## src/rtl/a51_pkg.sv

```systemverilog
// Shared A5/1 constants and the keystream-decipher state encoding.
package a51_pkg;
  localparam int MSG_BYTES   = 28;
  localparam int KS_OUT_BITS = MSG_BYTES * 8;
  localparam int KEY_BITS    = 64;
  localparam int FRAME_BITS  = 22;
  localparam int MIX_CYCLES  = 100;

  typedef enum logic [1:0] {
    ST_IDLE  = 2'd0,
    ST_RUN   = 2'd1,
    ST_DRAIN = 2'd2,
    ST_DONE  = 2'd3
  } dec_state_e;
endpackage

```

## src/rtl/byte_fifo.sv

```systemverilog
// First-word fall-through byte FIFO with occupancy counter and synchronous flush.
module byte_fifo #(
  parameter int DEPTH = 4,
  parameter int WIDTH = 8
) (
  input  logic             clk,
  input  logic             reset,
  input  logic             flush,
  input  logic             push,
  input  logic [WIDTH-1:0] push_data,
  input  logic             pop,
  output logic [WIDTH-1:0] head,
  output logic             empty,
  output logic             full
);
  localparam int AW = $clog2(DEPTH);

  logic [WIDTH-1:0] mem [DEPTH];
  logic [AW-1:0]    wr_ptr, rd_ptr;
  logic [AW:0]      count;
  logic             do_push, do_pop;

  assign empty   = (count == '0);
  assign full    = (count == (AW+1)'(DEPTH));
  assign head    = mem[rd_ptr];
  assign do_pop  = pop && !empty;
  // A push into a full FIFO is fine when the head leaves in the same cycle.
  assign do_push = push && (!full || do_pop);

  always_ff @(posedge clk) begin
    if (do_push) mem[wr_ptr] <= push_data;
  end

  always_ff @(posedge clk or negedge reset) begin
    if (!reset) begin
      wr_ptr <= '0;
      rd_ptr <= '0;
      count  <= '0;
    end else if (flush) begin
      wr_ptr <= '0;
      rd_ptr <= '0;
      count  <= '0;
    end else begin
      if (do_push) wr_ptr <= wr_ptr + 1'b1;
      if (do_pop)  rd_ptr <= rd_ptr + 1'b1;
      unique case ({do_push, do_pop})
        2'b10:   count <= count + 1'b1;
        2'b01:   count <= count - 1'b1;
        default: count <= count;
      endcase
    end
  end
endmodule

```

## src/rtl/a51_keystream_decipher.sv

```systemverilog
// Packs the serial A5/1 keystream MSB-first into bytes, XORs each with the
// loaded message buffer and hands the results to the LCD path via valid/ready.
module a51_keystream_decipher #(
  parameter int MSG_BYTES  = a51_pkg::MSG_BYTES,
  parameter int FIFO_DEPTH = 4
) (
  input  logic       clk,
  input  logic       reset,
  input  logic       msg_wr_en,
  input  logic [4:0] msg_wr_idx,
  input  logic [7:0] msg_wr_data,
  input  logic       start,
  input  logic       ks_valid,
  input  logic       ks_bit,
  output logic       out_valid,
  output logic [7:0] out_data,
  input  logic       out_ready,
  output logic       busy,
  output logic       done,
  output logic       overrun
);
  import a51_pkg::*;

  localparam logic [4:0] LAST_IDX = 5'(MSG_BYTES - 1);

  dec_state_e state_q, state_d;
  logic       start_q;
  logic [2:0] bit_cnt_q;
  logic [4:0] byte_idx_q;
  logic [7:0] shift_q;
  logic       overrun_q;
  logic [7:0] msg_buf [MSG_BYTES];

  logic       start_rise, arm, abort, ks_take, byte_done;
  logic [7:0] ks_byte;
  logic       f_push, f_pop, f_empty, f_full, drop;
  logic [7:0] f_head;

  assign start_rise = start && !start_q;
  assign arm        = start_rise && (state_q == ST_IDLE || state_q == ST_DONE);
  // Dropping start mid-run wins over any keystream bit in the same cycle.
  assign abort      = !start && (state_q == ST_RUN || state_q == ST_DRAIN);
  assign ks_take    = (state_q == ST_RUN) && start && ks_valid;
  assign byte_done  = ks_take && (bit_cnt_q == 3'd7);
  assign ks_byte    = {shift_q[6:0], ks_bit};

  assign f_push = byte_done;
  assign f_pop  = out_valid && out_ready;
  assign drop   = f_push && f_full && !f_pop;

  assign busy      = (state_q == ST_RUN) || (state_q == ST_DRAIN);
  assign done      = (state_q == ST_DONE);
  assign overrun   = overrun_q;
  assign out_valid = !f_empty;
  assign out_data  = f_empty ? 8'h00 : f_head;

  byte_fifo #(.DEPTH(FIFO_DEPTH), .WIDTH(8)) u_fifo (
    .clk       (clk),
    .reset     (reset),
    .flush     (abort),
    .push      (f_push),
    .push_data (ks_byte ^ msg_buf[byte_idx_q]),
    .pop       (f_pop),
    .head      (f_head),
    .empty     (f_empty),
    .full      (f_full)
  );

  // Buffer is deliberately outside reset so a message survives a reset.
  always_ff @(posedge clk) begin
    if (msg_wr_en && !busy && msg_wr_idx <= LAST_IDX)
      msg_buf[msg_wr_idx] <= msg_wr_data;
  end

  always_comb begin
    state_d = state_q;
    unique case (state_q)
      ST_IDLE, ST_DONE: if (start_rise) state_d = ST_RUN;
      ST_RUN: begin
        if (abort)                                     state_d = ST_IDLE;
        else if (byte_done && byte_idx_q == LAST_IDX)  state_d = ST_DRAIN;
      end
      ST_DRAIN: begin
        if (abort)        state_d = ST_IDLE;
        else if (f_empty) state_d = ST_DONE;
      end
      default: state_d = ST_IDLE;
    endcase
  end

  always_ff @(posedge clk or negedge reset) begin
    if (!reset) begin
      state_q    <= ST_IDLE;
      start_q    <= 1'b0;
      bit_cnt_q  <= '0;
      byte_idx_q <= '0;
      shift_q    <= '0;
      overrun_q  <= 1'b0;
    end else begin
      state_q <= state_d;
      start_q <= start;
      if (arm) begin
        bit_cnt_q  <= '0;
        byte_idx_q <= '0;
        overrun_q  <= 1'b0;
      end else if (ks_take) begin
        shift_q   <= ks_byte;
        bit_cnt_q <= bit_cnt_q + 3'd1;
        // Index advances even when the byte is dropped, keeping alignment.
        if (byte_done) byte_idx_q <= byte_idx_q + 5'd1;
        if (drop)      overrun_q  <= 1'b1;
      end
    end
  end
endmodule

```

## config.mk

```make
export PLATFORM = sky130hd
export DESIGN_NAME = a51_keystream_decipher
export DESIGN_NICKNAME = d
export VERILOG_FILES = /design/src/rtl/a51_pkg.sv /design/src/rtl/byte_fifo.sv /design/src/rtl/a51_keystream_decipher.sv
export SDC_FILE = /design/constraint.sdc
export NUM_CORES = 1
export LEC_CHECK = 0
export ABC_AREA = 1
export ABC_CLOCK_PERIOD_IN_PS = 2700
export CAP_MARGIN = 20
export CORE_AREA = 5 5 147 149
export DETAILED_ROUTE_END_ITERATION = 10
export DIE_AREA = 0 0 152 154
export PLACE_DENSITY = 0.8
export SLEW_MARGIN = 40
export SYNTH_ARGS = -nofsm -noshare
export SYNTH_HDL_FRONTEND = slang
export SYNTH_HIERARCHICAL = 1
export SYNTH_SLANG_ARGS = --single-unit
```

## constraint.sdc

```tcl
create_clock -name clk -period 2.7 [get_ports clk]
set_input_delay 0.675 -clock clk [delete_from_list [all_inputs] [get_ports clk]]
set_output_delay 0.675 -clock clk [all_outputs]
set_load 0.05 [all_outputs]
```

[Yosys cells after proc, flatten, opt, wreduce, memory -nomap -nowiden]
Memories as Yosys holds them, arrays and structs flattened.
Cells that the tools add are included.
Word-level totals
  register bits after elaboration: 26
  RAM bits: 256
  output and inout bits: 12
  memories kept: 2
Operators by class
  add/sub/neg operators: 6
  $lt $le $gt $ge: 1
  equal/unequal tests: 11
  muxes and demuxes: 25
  bitwise logic cells: 2
  reductions and logical operators: 36
Memory list
  msg_buf: depth 28, width 8, rd ports 1, clocked after Yosys merged registers in 0, write ports 1, line a51_keystream_decipher.sv:32  | logic [7:0] msg_buf [MSG_BYTES];
  u_fifo.mem: depth 4, width 8, rd ports 1, clocked after Yosys merged registers in 0, write ports 1, line byte_fifo.sv:18  | logic [WIDTH-1:0] mem [DEPTH];
Operators with widths (count)
  $mux W2: 9
  $mux W5: 3
  $logic_and A1 B1 Y1: 14
  $reduce_bool A2 Y1: 5
  $mux W3: 3
  $mux W8: 1
  $xor A8 B8 Y8: 1
  $mux W1: 7
  $add A3 B1 Y3 const B: 2
  $eq A2 B2 Y1 const B: 3
  $eq A3 B3 Y1 const B: 2
  $logic_not A1 Y1: 6
  $pmux W2 S3: 1
  $pmux W3 S2: 1
  $reduce_and A2 Y1: 3
  $add A5 B1 Y5 const B: 1
  $eq A5 B5 Y1 const B: 1
  $le A5 B5 Y1 const B: 1
  $add A2 B1 Y2 const B: 2
  $eq A2 B1 Y1 const B: 2
  $logic_not A3 Y1: 1
  $logic_or A1 B1 Y1: 3
  $ne A3 B2 Y1 const B: 1
  $ne A3 B3 Y1 const B: 1
  other kinds (7): 7

[Depth between registers and ports, before layout]
  word-level depth: 9
  depth in mapped cells: 14

[Hierarchy]
The synthesis kept the hierarchy.
By module, submodules not included
  a51_keystream_decipher: times used 1, cells each 1012, area each 10620.2 µm²
  byte_fifo: times used 1, cells each 141, area each 1687.9 µm²

[Least setup slack after synthesis]
OpenSTA, ideal clock, no wires.
  path type: register -> output
  start: register u_fifo.rd_ptr[0]
  end: output port out_data[0]
  arrival: 1646 ps
  data required time: 2025 ps
  path slack: 379 ps
  cell stages (with the launch flop): 8
  path buffers: 2
  cell sequence: dfrtp_1 -> buf_2 -> inv_1 -> buf_4 -> nor2_1 -> o22ai_1 -> inv_1 -> nor2_1
Between the ends
  cells in the longest elaborated chain, start to end: 2
Ends and longest elaborated chain
  start, declared: line byte_fifo.sv:19  | logic [AW-1:0] wr_ptr, rd_ptr;
  start signal, assigned: line byte_fifo.sv:45  | if (do_pop) rd_ptr <= rd_ptr + 1'b1;
  $mem_v2 Z4 W8
  named net f_head[0]: line a51_keystream_decipher.sv:37  | logic [7:0] f_head;
  $mux W8: line a51_keystream_decipher.sv:55  | assign out_data = f_empty ? 8'h00 : f_head;
  end, declared: line a51_keystream_decipher.sv:16  | output logic [7:0] out_data,
The timed path passes the listed nets, and every way through them passes these cells.

[Final worst setup path]
  start: register u_fifo.rd_ptr[0]
  end: output port out_data[7]
The elaborated chain is that of the path after synthesis.

==> metrics.md <==
| Metric | Value |
|---|---|
| Floorplan row count | 52 |
| Average wire length per cell after detail routing | 17.6 um |
| Clock tree root driver cell | sky130_fd_sc_hd__clkbuf_16 |
| H-Tree Depth | 1 |
| Top-level port count | 32 |
| Die W | 152 um |
| Global-route wire length before repair | 42400 um |
| Finish-stage setup viols | 0 |
| DIE HEIGHT | 154 um |
| DRC violation count after routing | 0 |
| Result of the run | completed |
| Final Instance Count excl. Fillers | 1515 |
| Part of the total power dissipated in sequential elements | 46.4% |
| Instance area at placement | 13200 um^2 |
| Count of different cell masters after synthesis | 36 |
| Final hold viol count | 0 |
| Post-detailed-placement half-perimeter wirelength | 16300 um |
| Number of synthesis warnings | 6 |
| CP max-delay cell | sky130_fd_sc_hd__dfrtp_1 |
| Top cells by instance count after synthesis | 256 x sky130_fd_sc_hd__edfxtp_1, 256 x sky130_fd_sc_hd__nand2_1, 147 x sky130_fd_sc_hd__nor2_1, 129 x sky130_fd_sc_hd__inv_1, 127 x sky130_fd_sc_hd__nand3_1 |
| Overall via count from detail_route | 8402 |
| Highest fanout seen on the critical path | 17 |
| Number of max-capacitance violations reported | 0 |
| Proportion of synthesized chip area in sequential cells | 67.7% |
| Starting DRT DRC Count | 930 |
| Gates resized, CTS repair | 2 |
| Total power per unit cell area | 779 nW/um^2 |
| Required time reported for the critical path endpoint | 2.03 ns |
| Critical setup path kind | reg2out |
| F_max | 389 MHz |
| Nature of the critical path endpoint | output pin |
| Post-Layout Inst Area | 14100 um^2 |
| Initial standard-cell utilization of the core | 61.4% |
| Total length of routed wires | 26700 um |
| Clock Latency Late Sink | 0.54 ns |
| Die ar. | 23400 um^2 |
| Post-detailed-route via-to-cell ratio | 5.55 |
| Number of nets still failing antenna checks after routing | 0 |
| Class of the tightest hold or removal check | reg2reg |
| Via count of the first global-routing pass | 8060 |
| Maximum number of pins on one net before global-route repair | 123 |
| Clk_skew | 0.0130 ns |
| Internal cell power | 7980 uW |
| Number of nets in the layout | 1257 |
| Period utilization | 95.3% |
| Clock tree from TritonCTS | yes |
| Worst hold margin | 0.503 ns |
| Largest area contributor in the netlist | sky130_fd_sc_hd__edfxtp_1 |
| Total of buffers placed on input and output ports | 31 |
| Average footprint of a synthesized cell | 10.7 um^2 |
| Number of antenna violations at the first check in global routing | 0 |
| Number of antenna cells inserted | 0 |
| Global routing usage summed across all routing layers | 22.6% |
| Setup repair after global routing missed its margin | no |
| Area added between synthesis and finish | 14.5% |
| Part of the total power dissipated in combinational logic | 19.2% |
| Critical path data arrival time | 1.90 ns |
| Worst-case vdd ir drop | 0.659 mV |
| Proportion of synthesized flip-flops having asynchronous set or reset | 9.22% |
| Number of optimization iterations in the first detailed-route pass | 5 |
| Slew at the pin closest to its max-slew limit | 0.546 ns |
| Fraction of power spent switching nets | 27.3% |
| Series of cell instances along the critical path | buf_4 > o21ai_0 > o22ai_1 > inv_1 > nor2_1 > buf_12 |
| Part of the total power dissipated in the clock network | 34.4% |
| Peak per-stage delay on the critical path | 0.38 ns |
| Net Sw Power | 2990 uW |
| Final max-slew violation count | 0 |
| Primary FF master, synth | sky130_fd_sc_hd__edfxtp_1 |
| Core ar. | 20000 um^2 |
| Mapped Cells | 1153 |
| Accumulated negative setup slack | 0 ns |
| Number of enable flip-flop cells after synthesis | 256 |
| Share of layout cells above drive strength 1 | 9.96% |
| Minimum setup slack after placement | 0.0392 ns |
| Congestion Overflow GR | 0 |
| Worst path buffer plus inverter count | 3 |
| CTS max path bufs | 3 |
| Crit path launch type | flip-flop |
| Post CTS Setup Buffer Count | 0 |
| Number of cells after detailed placement | 1465 |
| Clock buffers created by TritonCTS | 29 |
| Number of register bits inferred by synthesis | 282 |
| Crit-path leading delay family | buffers and inverters |
| Leakage power figure | 0.00567 uW |
| Synth area leaders | sky130_fd_sc_hd__edfxtp_1 62%, sky130_fd_sc_hd__nand2_1 7.8%, sky130_fd_sc_hd__dfrtp_1 5.3% |
| Setup WS post-layout | 0.126 ns |
| Post-cts hold buffer count | 0 |
| Routability Congestion | 0.841 |
| Post-Syn Nets | 1184 |
| Slew HR | 63.6% |
| Min cycle time layout | 2.57 ns |
| Clock sink count | 282 |
| Area share of the largest cell type after synthesis | 62.5% |
| Total standard cell area after synthesis | 12300 um^2 |
| Clock slew at the register clock pins of the worst setup and hold paths | 0.06 ns |
metal layers:
metal  share of wire [%]  GRT usage (%)  up-vias
li1                    -              -     4012
met5                   0              0        -
met3                 9.4           4.30       62
met4                 2.6           6.89        0
met2                  49           37.8      403
met1                  39           30.6     3925
stage by stage:
step | total power [uW] | util [%]
4_1_cts | 11000 | 70.3
3_5_place_dp | 7280 | 65.9
6_report | 11000 | 70.3
5_1_grt | 11400 | 70.3
2_1_floorplan | 6430 | -
3_3_place_gp | 7210 | 65.9
cell families after synthesis:
kind of cell | after synthesis | synth area share, %
AOI/OAI and AO/OA | 120 | 5.25
xor gates and xnor gates | 1 | 0.0712
adders and majority gates | 11 | 1.18
buffers and inverters | 183 | 6.79
DFF | 282 | 67.7
and+or+nand+nor | 556 | 19.0
power by group through the flow:
stage	clock, uW	combinational [uW]	sequential, uW
after floorplan	0	1290	5140
after global placement	0	2040	5170
after detailed placement	0	2110	5170
after CTS	3820	2120	5090
after global routing	4010	2300	5120
final	3770	2110	5090
cell type report:
class / count / area [um^2]
clock inverters: 10 / 124
inverters: 134 / 512
well taps: 270 / 338
repair buffers: 91 / 875
fillers: 1413 / 5950
multi-input cells: 688 / 3130
flip-flops and latches: 282 / 8340
clock buffers: 40 / 767
state kept, by name, summed over array words and instances, names as in the netlist:
signal,count
overrun,1
start_q,1
state_q,2
byte_idx_q,5
u_fifo/count,3
u_fifo/mem,32
u_fifo/wr_ptr,2
bit_cnt_q,3
msg_buf,224
u_fifo/rd_ptr,2
shift_q,7
cell usage in the layout (no fill, tap or decap), types with 2 or more instances in the layout:
cell | netlist | routed
sky130_fd_sc_hd__a21oi_1 | 15 | 15
sky130_fd_sc_hd__a22o_1 | 2 | 2
sky130_fd_sc_hd__buf_12 | 0 | 11
sky130_fd_sc_hd__buf_4 | 2 | 58
sky130_fd_sc_hd__bufinv_16 | 0 | 3
sky130_fd_sc_hd__clkbuf_1 | 4 | 11
sky130_fd_sc_hd__clkbuf_16 | 0 | 29
sky130_fd_sc_hd__clkdlybuf4s50_1 | 0 | 21
sky130_fd_sc_hd__clkinv_1 | 3 | 6
sky130_fd_sc_hd__clkinv_2 | 0 | 3
sky130_fd_sc_hd__clkinvlp_4 | 0 | 2
sky130_fd_sc_hd__dfrtp_1 | 26 | 24
sky130_fd_sc_hd__edfxtp_1 | 256 | 256
sky130_fd_sc_hd__ha_1 | 10 | 10
sky130_fd_sc_hd__inv_1 | 129 | 127
sky130_fd_sc_hd__inv_4 | 1 | 2
sky130_fd_sc_hd__nand2_1 | 256 | 256
sky130_fd_sc_hd__nand2_2 | 3 | 3
sky130_fd_sc_hd__nand3_1 | 127 | 127
sky130_fd_sc_hd__nand3_2 | 4 | 4
sky130_fd_sc_hd__nand4_1 | 7 | 7
sky130_fd_sc_hd__nor2_1 | 147 | 147
sky130_fd_sc_hd__nor2_4 | 2 | 2
sky130_fd_sc_hd__nor3_1 | 2 | 2
sky130_fd_sc_hd__o211ai_1 | 4 | 4
sky130_fd_sc_hd__o21ai_0 | 41 | 41
sky130_fd_sc_hd__o21ai_1 | 47 | 47
sky130_fd_sc_hd__o22ai_1 | 8 | 8
sky130_fd_sc_hd__or2_1 | 4 | 4
final timing paths:
check                           cells after the start  slack (ns)          endpoint              from
worst max-delay path                                6        0.13       out_data[7]  u_fifo/rd_ptr[0]
worst min-delay path                                1        0.50      bit_cnt_q[0]      bit_cnt_q[0]
worst max register to register                     10        0.38  u_fifo/mem[0][2]     byte_idx_q[1]
worst min register to register                      1        0.50      bit_cnt_q[0]      bit_cnt_q[0]
max in group asynchronous                           2        1.90     byte_idx_q[0]             reset
min in group asynchronous                           2        0.51  u_fifo/rd_ptr[1]             reset
Power figures use the tool's default switching activity.
